--- config.mk ---
export PLATFORM = sky130hd
export DESIGN_NAME = id_ex_reg
export DESIGN_NICKNAME = d
export VERILOG_FILES = /design/src/rtl/core_pkg.sv /design/src/rtl/operand_snoop.sv /design/src/rtl/id_ex_reg.sv
export SDC_FILE = /design/constraint.sdc
export NUM_CORES = 1
export LEC_CHECK = 0
export ABC_AREA = 0
export CAP_MARGIN = 20
export CORE_AREA = 2 2 302 304
export DETAILED_ROUTE_END_ITERATION = 8
export DIE_AREA = 0 0 304 306
export SLEW_MARGIN = 5
export SYNTH_ARGS = -nofsm -noshare
export SYNTH_HDL_FRONTEND = slang
export SYNTH_SLANG_ARGS = --single-unit
--- constraint.sdc ---
create_clock -name clk -period 1.6 [get_ports clk]
set_clock_uncertainty 0.1 [all_clocks]
set_input_delay 0.16 -clock clk [delete_from_list [all_inputs] [get_ports clk]]
set_output_delay 0.16 -clock clk [all_outputs]
set_load 0.005 [all_outputs]
--- src/rtl/core_pkg.sv ---
// Shared types and widths for the RV64 (Zba) five-stage core.
// The ID/EX control bundle is a single struct so a bubble is one assignment.
package core_pkg;
  localparam int XLEN  = 64;
  localparam int REGW  = 5;
  localparam int ALUCW = 5;

  typedef enum logic [ALUCW-1:0] {
    ALU_ADD      = 5'd0,
    ALU_SUB      = 5'd1,
    ALU_AND      = 5'd2,
    ALU_OR       = 5'd3,
    ALU_XOR      = 5'd4,
    ALU_SLT      = 5'd5,
    ALU_SLTU     = 5'd6,
    ALU_SLL      = 5'd7,
    ALU_SRL      = 5'd8,
    ALU_SRA      = 5'd9,
    ALU_ADDW     = 5'd10,
    ALU_SUBW     = 5'd11,
    ALU_SLLW     = 5'd12,
    ALU_SRLW     = 5'd13,
    ALU_SRAW     = 5'd14,
    ALU_SH1ADD   = 5'd15,
    ALU_SH2ADD   = 5'd16,
    ALU_SH3ADD   = 5'd17,
    ALU_ADDUW    = 5'd18,
    ALU_SH1ADDUW = 5'd19,
    ALU_SH2ADDUW = 5'd20,
    ALU_SH3ADDUW = 5'd21,
    ALU_SLLIUW   = 5'd22
  } alu_op_e;

  typedef struct packed {
    logic    valid;
    logic    regWrite;
    logic    memToReg;
    logic    memWrite;
    logic    branch;
    logic    jump;
    logic    aluSrc;
    logic    word32;
    alu_op_e aluControl;
  } id_ex_ctrl_t;
endpackage

--- src/rtl/operand_snoop.sv ---
// Picks the writeback value over a register operand when WB targets the same
// nonzero index; x0 never matches so its read value (0) survives.
module operand_snoop #(
  parameter int XLEN = 64,
  parameter int REGW = 5
) (
  input  logic [REGW-1:0] idx,
  input  logic [XLEN-1:0] curVal,
  input  logic            regWriteW,
  input  logic [REGW-1:0] rdW,
  input  logic [XLEN-1:0] resultW,
  output logic [XLEN-1:0] selVal
);
  logic hit;

  assign hit    = regWriteW && (rdW != '0) && (rdW == idx);
  assign selVal = hit ? resultW : curVal;
endmodule

--- src/rtl/id_ex_reg.sv ---
// Decode-to-execute pipeline register with stall, flush-to-bubble and a
// writeback snoop that keeps captured or held operands current.
module id_ex_reg #(
  parameter int XLEN  = core_pkg::XLEN,
  parameter int REGW  = core_pkg::REGW,
  parameter int ALUCW = core_pkg::ALUCW
) (
  input  logic             clk,
  input  logic             reset,
  input  logic             StallE,
  input  logic             FlushE,
  input  logic             ValidD,
  input  logic [XLEN-1:0]  RD1D,
  input  logic [XLEN-1:0]  RD2D,
  input  logic [XLEN-1:0]  PCD,
  input  logic [XLEN-1:0]  PCPlus4D,
  input  logic [XLEN-1:0]  ImmExtD,
  input  logic [REGW-1:0]  Rs1D,
  input  logic [REGW-1:0]  Rs2D,
  input  logic [REGW-1:0]  RdD,
  input  logic             RegWriteD,
  input  logic             MemToRegD,
  input  logic             MemWriteD,
  input  logic             BranchD,
  input  logic             JumpD,
  input  logic             ALUSrcD,
  input  logic             Word32D,
  input  logic [ALUCW-1:0] ALUControlD,
  input  logic             RegWriteW,
  input  logic [REGW-1:0]  RdW,
  input  logic [XLEN-1:0]  ResultW,
  output logic             ValidE,
  output logic             RegWriteE,
  output logic             MemToRegE,
  output logic             MemWriteE,
  output logic             BranchE,
  output logic             JumpE,
  output logic             ALUSrcE,
  output logic             Word32E,
  output logic [ALUCW-1:0] ALUControlE,
  output logic [XLEN-1:0]  RD1E,
  output logic [XLEN-1:0]  RD2E,
  output logic [XLEN-1:0]  PCE,
  output logic [XLEN-1:0]  PCPlus4E,
  output logic [XLEN-1:0]  ImmExtE,
  output logic [REGW-1:0]  Rs1E,
  output logic [REGW-1:0]  Rs2E,
  output logic [REGW-1:0]  RdE
);
  import core_pkg::*;

  localparam int NOPS = 2;

  id_ex_ctrl_t                       ctrlD, ctrlE;
  logic [NOPS-1:0][REGW-1:0]         rsD, rsE, snoopIdx;
  logic [NOPS-1:0][XLEN-1:0]         rdD, rdE, snoopCur, snoopVal;
  logic [REGW-1:0]                   rdIdxE;
  logic [XLEN-1:0]                   pcE, pc4E, immE;

  assign rsD = {Rs2D, Rs1D};
  assign rdD = {RD2D, RD1D};

  // Invalid slots drop every side-effecting control at capture.
  always_comb begin
    ctrlD            = '0;
    ctrlD.valid      = ValidD;
    ctrlD.regWrite   = RegWriteD & ValidD;
    ctrlD.memToReg   = MemToRegD;
    ctrlD.memWrite   = MemWriteD & ValidD;
    ctrlD.branch     = BranchD & ValidD;
    ctrlD.jump       = JumpD & ValidD;
    ctrlD.aluSrc     = ALUSrcD;
    ctrlD.word32     = Word32D;
    ctrlD.aluControl = alu_op_e'(ALUControlD);
  end

  // One snoop per operand: on stall it watches the held E index, else D.
  for (genvar i = 0; i < NOPS; i++) begin : g_op
    assign snoopIdx[i] = StallE ? rsE[i] : rsD[i];
    assign snoopCur[i] = StallE ? rdE[i] : rdD[i];

    operand_snoop #(.XLEN(XLEN), .REGW(REGW)) u_snoop (
      .idx      (snoopIdx[i]),
      .curVal   (snoopCur[i]),
      .regWriteW(RegWriteW),
      .rdW      (RdW),
      .resultW  (ResultW),
      .selVal   (snoopVal[i])
    );
  end

  always_ff @(posedge clk) begin
    if (reset || FlushE) begin
      ctrlE  <= '0;
      rsE    <= '0;
      rdE    <= '0;
      rdIdxE <= '0;
      pcE    <= '0;
      pc4E   <= '0;
      immE   <= '0;
    end else if (StallE) begin
      rdE <= snoopVal;
    end else begin
      ctrlE  <= ctrlD;
      rsE    <= rsD;
      rdE    <= snoopVal;
      rdIdxE <= RdD;
      pcE    <= PCD;
      pc4E   <= PCPlus4D;
      immE   <= ImmExtD;
    end
  end

  assign ValidE      = ctrlE.valid;
  assign RegWriteE   = ctrlE.regWrite;
  assign MemToRegE   = ctrlE.memToReg;
  assign MemWriteE   = ctrlE.memWrite;
  assign BranchE     = ctrlE.branch;
  assign JumpE       = ctrlE.jump;
  assign ALUSrcE     = ctrlE.aluSrc;
  assign Word32E     = ctrlE.word32;
  assign ALUControlE = ALUCW'(ctrlE.aluControl);
  assign RD1E        = rdE[0];
  assign RD2E        = rdE[1];
  assign Rs1E        = rsE[0];
  assign Rs2E        = rsE[1];
  assign RdE         = rdIdxE;
  assign PCE         = pcE;
  assign PCPlus4E    = pc4E;
  assign ImmExtE     = immE;
endmodule

== After elaboration in Yosys (flattened, before gate mapping) ==
Index checks and enable logic that the tools add are counted.
Word-level totals
  register bits: 348
  input port bits: 422
  output and inout port bits: 348
  word-level logic and storage cells: 36
Operators by class
  equality and inequality tests: 4
  muxes and demuxes: 6
  bitwise operators: 4
  reductions and logical operators: 5
Operator list (number)
  64-bit two-way mux: 4
  5-bit equality test: 2
  5-bit two-way mux: 2
  5-bit nonzero test: 1
  1-bit bitwise AND: 4
  2-bit by 1-bit != test with 1-bit output (second input constant): 2
  1-bit logical AND: 3
  1-bit logical OR: 1

== Logic depth before layout (Yosys ltp) ==
  depth after elaboration: 4
  mapped depth: 9
  mapped depth without buffers: 5

== Modules after synthesis ==
A second synthesis with hierarchy kept.
Second synthesis, totals
  cell total of the unflattened synthesis: 1288
  area, all modules: 15336.0 um^2
Modules (own cells, without submodules)
  id_ex_reg: times used 1, cells each 1128, area an instance 13554.2 um^2, seq. area each 6966.7 um^2
  operand_snoop: times used 2, cells each 80, area an instance 890.9 um^2, seq. area each 0.0 um^2

== Least setup slack after synthesis ==
OpenSTA, ideal clock, no wires.
  path type: input to register
  from: input StallE
  to: register rdE, in the netlist RD2E[10]
  library setup time: 0.124 ns
  data arrival time: 1.451 ns
  data required time: 1.376 ns
  path slack: -0.075 ns
  cell stages on the path: 9
  buffers on the path: 4
  cells stage by stage: buf_6 buf_6 mux2i_1 xor2_1 nand4_1 buf_2 buf_2 o31ai_1 a21oi_1
On the way
  word-level cells in the longest chain between the ends: 4
RTL lines
  start, declared: line id_ex_reg.sv:10  | input logic StallE,
  5-bit two-way mux: line id_ex_reg.sv:79  | assign snoopIdx[i] = StallE ? rsE[i] : rsD[i];
  5-bit equality test: line operand_snoop.sv:16  | assign hit = regWriteW && (rdW != '0) && (rdW == idx);
  1-bit logical AND: line operand_snoop.sv:16
  2-bit by 1-bit != test with 1-bit output (no line) or 64-bit two-way mux (tied branches)
  end signal, assigned: line id_ex_reg.sv:102  | rdE <= snoopVal;
  end signal, assigned: line id_ex_reg.sv:106  | rdE <= snoopVal;
  end, declared: line id_ex_reg.sv:56  | logic [NOPS-1:0][XLEN-1:0] rdD, rdE, snoopCur, snoopVal;
Several ways; a longest one is shown, not always the timed one.
A chain may end at the register's enable or synchronous reset.

== Worst setup path in the final report ==
  from: register rsE, in the netlist Rs2E[1]
  to: register rdE, in the netlist RD2E[42]
On the way
  word-level cells in the longest chain between the ends: 4
RTL lines
  start, declared: line id_ex_reg.sv:55  | logic [NOPS-1:0][REGW-1:0] rsD, rsE, snoopIdx;
  start signal, assigned: line id_ex_reg.sv:105  | rsE <= rsD;
  5-bit two-way mux *: line id_ex_reg.sv:79
  5-bit equality test *: line operand_snoop.sv:16
  1-bit logical AND *: line operand_snoop.sv:16
  2-bit by 1-bit != test with 1-bit output (no line) or 64-bit two-way mux (tied branches)
Every way passes the cells marked *; elsewhere a longest branch is shown, timed or not.

==> impl_results.html <==
<table>
<tr><th>Metric</th><th>Value</th></tr>
<tr><th colspan="2">Outcome</th></tr>
<tr><td>Outcome</td><td>finished with violations</td></tr>
<tr><td>Violations in the final reports</td><td>setup timing</td></tr>
<tr><th colspan="2">Global route</th></tr>
<tr><td>Vias in the first global route</td><td>between 10,000 and 15,000</td></tr>
<tr><td>Number of antenna violations at the first check in global routing</td><td>9</td></tr>
<tr><td>Total global routing track utilization</td><td>0.1265</td></tr>
<tr><td>Wire length of the first global-routing pass</td><td>approximately 90,000 microns</td></tr>
<tr><td>Pin count of the biggest net entering global routing</td><td>108</td></tr>
<tr><td>Sum of overflow across all layers after global routing</td><td>0</td></tr>
<tr><th colspan="2">Synthesis</th></tr>
<tr><td>Synth unique cells</td><td>19</td></tr>
<tr><td>Share of synthesized area spent on multiplexers</td><td>0.2517</td></tr>
<tr><td>Area share of and/or/nand/nor cells after synthesis</td><td>0.06467</td></tr>
<tr><td>Yosys top cell by area</td><td>sky130_fd_sc_hd__dfxtp_1</td></tr>
<tr><td>Arithmetic-cell share of the synthesized area counting full adders, half adders and majority gates</td><td>0</td></tr>
<tr><td>Register area share after synthesis</td><td>0.5107</td></tr>
<tr><td>Share of synthesized registers carrying an async set or reset</td><td>0</td></tr>
<tr><td>Count of flip-flops with a built-in enable after synthesis</td><td>0</td></tr>
<tr><td>Commonest cells in the synthesized netlist</td><td>sky130_fd_sc_hd__dfxtp_1, sky130_fd_sc_hd__mux2i_1, sky130_fd_sc_hd__nor2_1, sky130_fd_sc_hd__a21oi_1, sky130_fd_sc_hd__o31ai_1</td></tr>
<tr><td>Synth Area per Inst</td><td>between 10 and 15 sq um</td></tr>
<tr><td>Top flip-flop cell by instance count after synthesis</td><td>sky130_fd_sc_hd__dfxtp_1</td></tr>
<tr><td>Syn Inst Count</td><td>approximately 1,300</td></tr>
<tr><td>Complex-gate fraction of the synthesized area</td><td>0.1205</td></tr>
<tr><td>Portion of synthesized cell area occupied by the leading cell type</td><td>0.5107</td></tr>
<tr><td>#FFs+latches synth</td><td>around 350</td></tr>
<tr><td>Synthesized netlist net count</td><td>1,735</td></tr>
<tr><td>Area of the mapped netlist</td><td>~14,000 sq um</td></tr>
<tr><td>Synth Warn #</td><td>0</td></tr>
<tr><td>Combinational family with the most area after synthesis</td><td>multiplexers</td></tr>
<tr><td>Count leader, synth</td><td>sky130_fd_sc_hd__dfxtp_1</td></tr>
<tr><td>Xor and xnor fraction of the mapped netlist area</td><td>0.006421</td></tr>
<tr><td>Top post-synthesis cells by area</td><td>sky130_fd_sc_hd__dfxtp_1, sky130_fd_sc_hd__mux2i_1, sky130_fd_sc_hd__o31ai_1</td></tr>
<tr><th colspan="2">Finish</th></tr>
<tr><td>Non-filler cells in the finished layout</td><td>3,339</td></tr>
<tr><td>Fill cell count</td><td>about 9,400</td></tr>
<tr><td>Layout net count</td><td>about 2,600</td></tr>
<tr><td>Fraction of layout instances using a drive strength above 1</td><td>0.2021</td></tr>
<tr><td>Synthesis-to-layout area growth</td><td>92.76%</td></tr>
<tr><th colspan="2">Routing</th></tr>
<tr><td>Initial DRT Pass Iterations</td><td>4</td></tr>
<tr><td>Initial DRC count</td><td>roughly 560</td></tr>
<tr><td>Post-DRT Antenna Nets</td><td>0</td></tr>
<tr><td>Vias</td><td>around 13,000</td></tr>
<tr><td>Avg WL per Cell</td><td>19.05 microns</td></tr>
<tr><td>Total wire length after detailed routing</td><td>between 60,000 and 70,000 microns</td></tr>
<tr><td>Post-route DRC</td><td>0</td></tr>
<tr><td>Vias per cell</td><td>3.972</td></tr>
<tr><th colspan="2">Die</th></tr>
<tr><td>Floorplan die height</td><td>around 310 microns</td></tr>
<tr><td>Horizontal die dimension</td><td>~300 microns</td></tr>
<tr><td>Floorplan Core Area</td><td>around 90,000 sq um</td></tr>
<tr><td>Number of rows in the core area</td><td>between 100 and 150</td></tr>
<tr><td>Initial cell density of the core</td><td>0.1522</td></tr>
<tr><td>Die Area</td><td>approximately 93,000 sq um</td></tr>
<tr><td>I/O Pins</td><td>770</td></tr>
<tr><th colspan="2">STA</th></tr>
<tr><td>Crit path time final</td><td>1.937 ns</td></tr>
<tr><td>Slew at the pin closest to its max-slew limit</td><td>1.034 ns</td></tr>
<tr><td>Maximum operating frequency</td><td>about 0.52 GHz</td></tr>
<tr><td>Max_slew headroom</td><td>0.3108</td></tr>
<tr><td>Fin. max-slew vios</td><td>0</td></tr>
<tr><td>RSZ-0062 raised after global routing</td><td>yes</td></tr>
<tr><td>Post-route clock period utilization</td><td>1.210</td></tr>
<tr><td>Slack of the critical path</td><td>-0.3367 ns</td></tr>
<tr><td>Number of setup violations in the final report</td><td>~130</td></tr>
<tr><td>Hold Fails Final Rpt</td><td>0</td></tr>
<tr><td>Total Neg Setup Slack</td><td>-39.67 ns</td></tr>
<tr><td>Hold slack</td><td>between 0.03 and 0.04 ns</td></tr>
<tr><th colspan="2">CTS</th></tr>
<tr><td>Clock tree from TritonCTS</td><td>yes</td></tr>
<tr><td>H-tree lvl count</td><td>2</td></tr>
<tr><td>Cts bufs inserted</td><td>between 40 and 50</td></tr>
<tr><td>Clock transition time at the flip-flop clock pins of the worst setup and hold paths</td><td>0.06 ns</td></tr>
<tr><td>Max Root-Sink Buffers</td><td>3</td></tr>
<tr><td>Clock latency of the later-clocked register in the worst-skew pair</td><td>between 0.5 and 0.6 ns</td></tr>
<tr><td>Clk sinks</td><td>between 300 and 400</td></tr>
<tr><td>Clock tree root driver cell</td><td>sky130_fd_sc_hd__clkbuf_16</td></tr>
<tr><th colspan="2">Min path</th></tr>
<tr><td>Worst hold path endpoint</td><td>Rs1E[0]</td></tr>
<tr><td>Path category of the worst min-delay check</td><td>in -&gt; reg</td></tr>
<tr><td>Launch point of the worst hold path</td><td>StallE</td></tr>
<tr><td>Hold path depth</td><td>4</td></tr>
<tr><th colspan="2">Critical path</th></tr>
<tr><td>Kind of cell with the highest combined delay on the critical path</td><td>simple AND/OR/NAND/NOR gates</td></tr>
<tr><td>Delay of the slowest cell on the worst path</td><td>between 0.3 and 0.4 ns</td></tr>
<tr><td>Logic depth of the worst register-to-register path</td><td>8</td></tr>
<tr><td>Maximum net fanout on the critical path</td><td>14</td></tr>
<tr><td>Slowest cell on the critical path</td><td>sky130_fd_sc_hd__or2_4</td></tr>
<tr><td>Most frequent cell on the critical path</td><td>sky130_fd_sc_hd__buf_4</td></tr>
<tr><td>FF-to-FF setup slack</td><td>-0.34 ns</td></tr>
<tr><td>Setup CP Type</td><td>reg -&gt; reg</td></tr>
<tr><td>Required time at the worst-slack endpoint</td><td>between 1.5 and 2 ns</td></tr>
<tr><td>Launch instance of the worst register-to-register path</td><td>Rs2E[1]</td></tr>
<tr><td>CP endpoint kind</td><td>register</td></tr>
<tr><td>Ordered list of cells on the worst path</td><td>mux2i_1, buf_4, xor2_1, buf_4, nand4_1, or2_4, clkbuf_16, a21oi_1</td></tr>
<tr><td>Category of the worst setup path launch point</td><td>register</td></tr>
<tr><td>WP buf/inv</td><td>3</td></tr>
<tr><td>Arrival time of data at the critical path endpoint</td><td>between 2 and 2.5 ns</td></tr>
<tr><td>FF-to-FF End</td><td>RD2E[42]</td></tr>
<tr><th colspan="2">Power and ir drop</th></tr>
<tr><td>Final Total Pwr</td><td>22.56 mW</td></tr>
<tr><td>Max rail drop VDD</td><td>0.0006219 V</td></tr>
<tr><td>Leakage power of the design</td><td>~12 nW</td></tr>
<tr><td>Power per standard cell area</td><td>around 860 nW/um^2</td></tr>
<tr><th colspan="2">Placement</th></tr>
<tr><td>Dpl cells</td><td>~3,200</td></tr>
<tr><td>Final weighted congestion in routability-driven placement</td><td>between 0.7 and 0.8</td></tr>
<tr><td>Worst slack at placement</td><td>-0.8909 ns</td></tr>
<tr><td>Detailed-placement wirelength estimate</td><td>45,700 microns</td></tr>
<tr><td>Number of I/O port buffers</td><td>around 770</td></tr>
<tr><th colspan="2">Run</th></tr>
<tr><td>Max capacitance violation total</td><td>0</td></tr>
</table>
## area by class of cell
type                       instances  area, sq um  area share
multi-input combinational        845         7460      0.2837
clock buffer                      64         1215     0.04621
antenna                            1        2.502  0.00009517
tap                             1176         1471     0.05596
sequential                       348         7024      0.2671
clock inverter                     8        116.4    0.004425
timing repair buffer             897         9005      0.3425
## what timing repair did
item | 4_1_cts | 5_1_grt
endpoints found under the hold margin | 2 | 0
resized for setup | 514 | 108
pin swaps | 8 | 6
endpoints found under the setup margin | 476 | 130
gates cloned | 7 | 11
setup buffers | 8 | 3
hold buffers | 2 | 0
## metrics by stage
step	utilization	area [sq um]
floorplan	-	14060
global placement	0.2646	23710
detailed placement	0.2646	23710
CTS	0.2846	25500
global route	0.2935	26290
finish	0.2935	26290
## how the worst max path moves through the flow
| stage | start | to | slack, ns | cells after the start |
|---|---|---|---|---|
| after floorplan | StallE | RD2E[10] | -0.06 | 9 |
| after global placement | RdW[4] | RD2E[3] | -0.91 | 8 |
| after detailed placement | RdW[4] | RD2E[11] | -0.89 | 8 |
| after CTS | Rs1E[1] | RD1E[41] | -0.34 | 8 |
| after global routing | Rs1E[1] | RD1E[13] | -0.47 | 8 |
| final | Rs2E[1] | RD2E[42] | -0.34 | 8 |
## placed cells by master (no fill, tap or decap), drive strengths merged, types with 3 or more instances in the layout
cell,instances
nor2,221
dfxtp,348
clkbuf,71
clkdlybuf4s15,4
clkdlybuf4s50,419
clkinv,5
o31ai,128
a21oi,129
a22oi,4
dlygate4sd2,344
buf,121
mux2i,343
or2,3
xor2,10
## worst min-delay path, cell delays in order
cell,delay [ns]
sky130_fd_sc_hd__buf_8,0.15
sky130_fd_sc_hd__buf_12,0.16
sky130_fd_sc_hd__mux2i_2,0.09
sky130_fd_sc_hd__nor2_1,0.09
## state kept, by name, indices dropped and copies added, names as in the netlist
| register | cells |
|---|---|
| ALUControlE | 5 |
| PCE | 64 |
| MemToRegE | 1 |
| RD1E | 64 |
| JumpE | 1 |
| ImmExtE | 64 |
| Rs2E | 5 |
| RD2E | 64 |
| Rs1E | 5 |
| RdE | 5 |
| RegWriteE | 1 |
| BranchE | 1 |
| ALUSrcE | 1 |
| ValidE | 1 |
| Word32E | 1 |
| PCPlus4E | 64 |
| MemWriteE | 1 |
## cells by family after synthesis
logic type / count (synthesis)
compound gates: 262
xor+xnor: 10
buf+inv: 120
flops: 348
mux: 343
simple gates: 230
## per-layer routing
metal	vias to the layer above	share of wire	track usage
met1	6229	0.39	0.1409
met2	578	0.49	0.2225
met5	-	0.00096	0
met4	12	0.034	0.04767
met3	131	0.084	0.04237
li1	6312	-	-
## where the power goes
| group | switching, mW | internal, mW |
|---|---|---|
| clock | 3.91 | 5.55 |
| combinational | 1.76 | 2.20 |
| sequential | 0.162 | 8.97 |
| total | 5.84 | 16.7 |
Note: power is estimated with default switching activity, not from simulation.
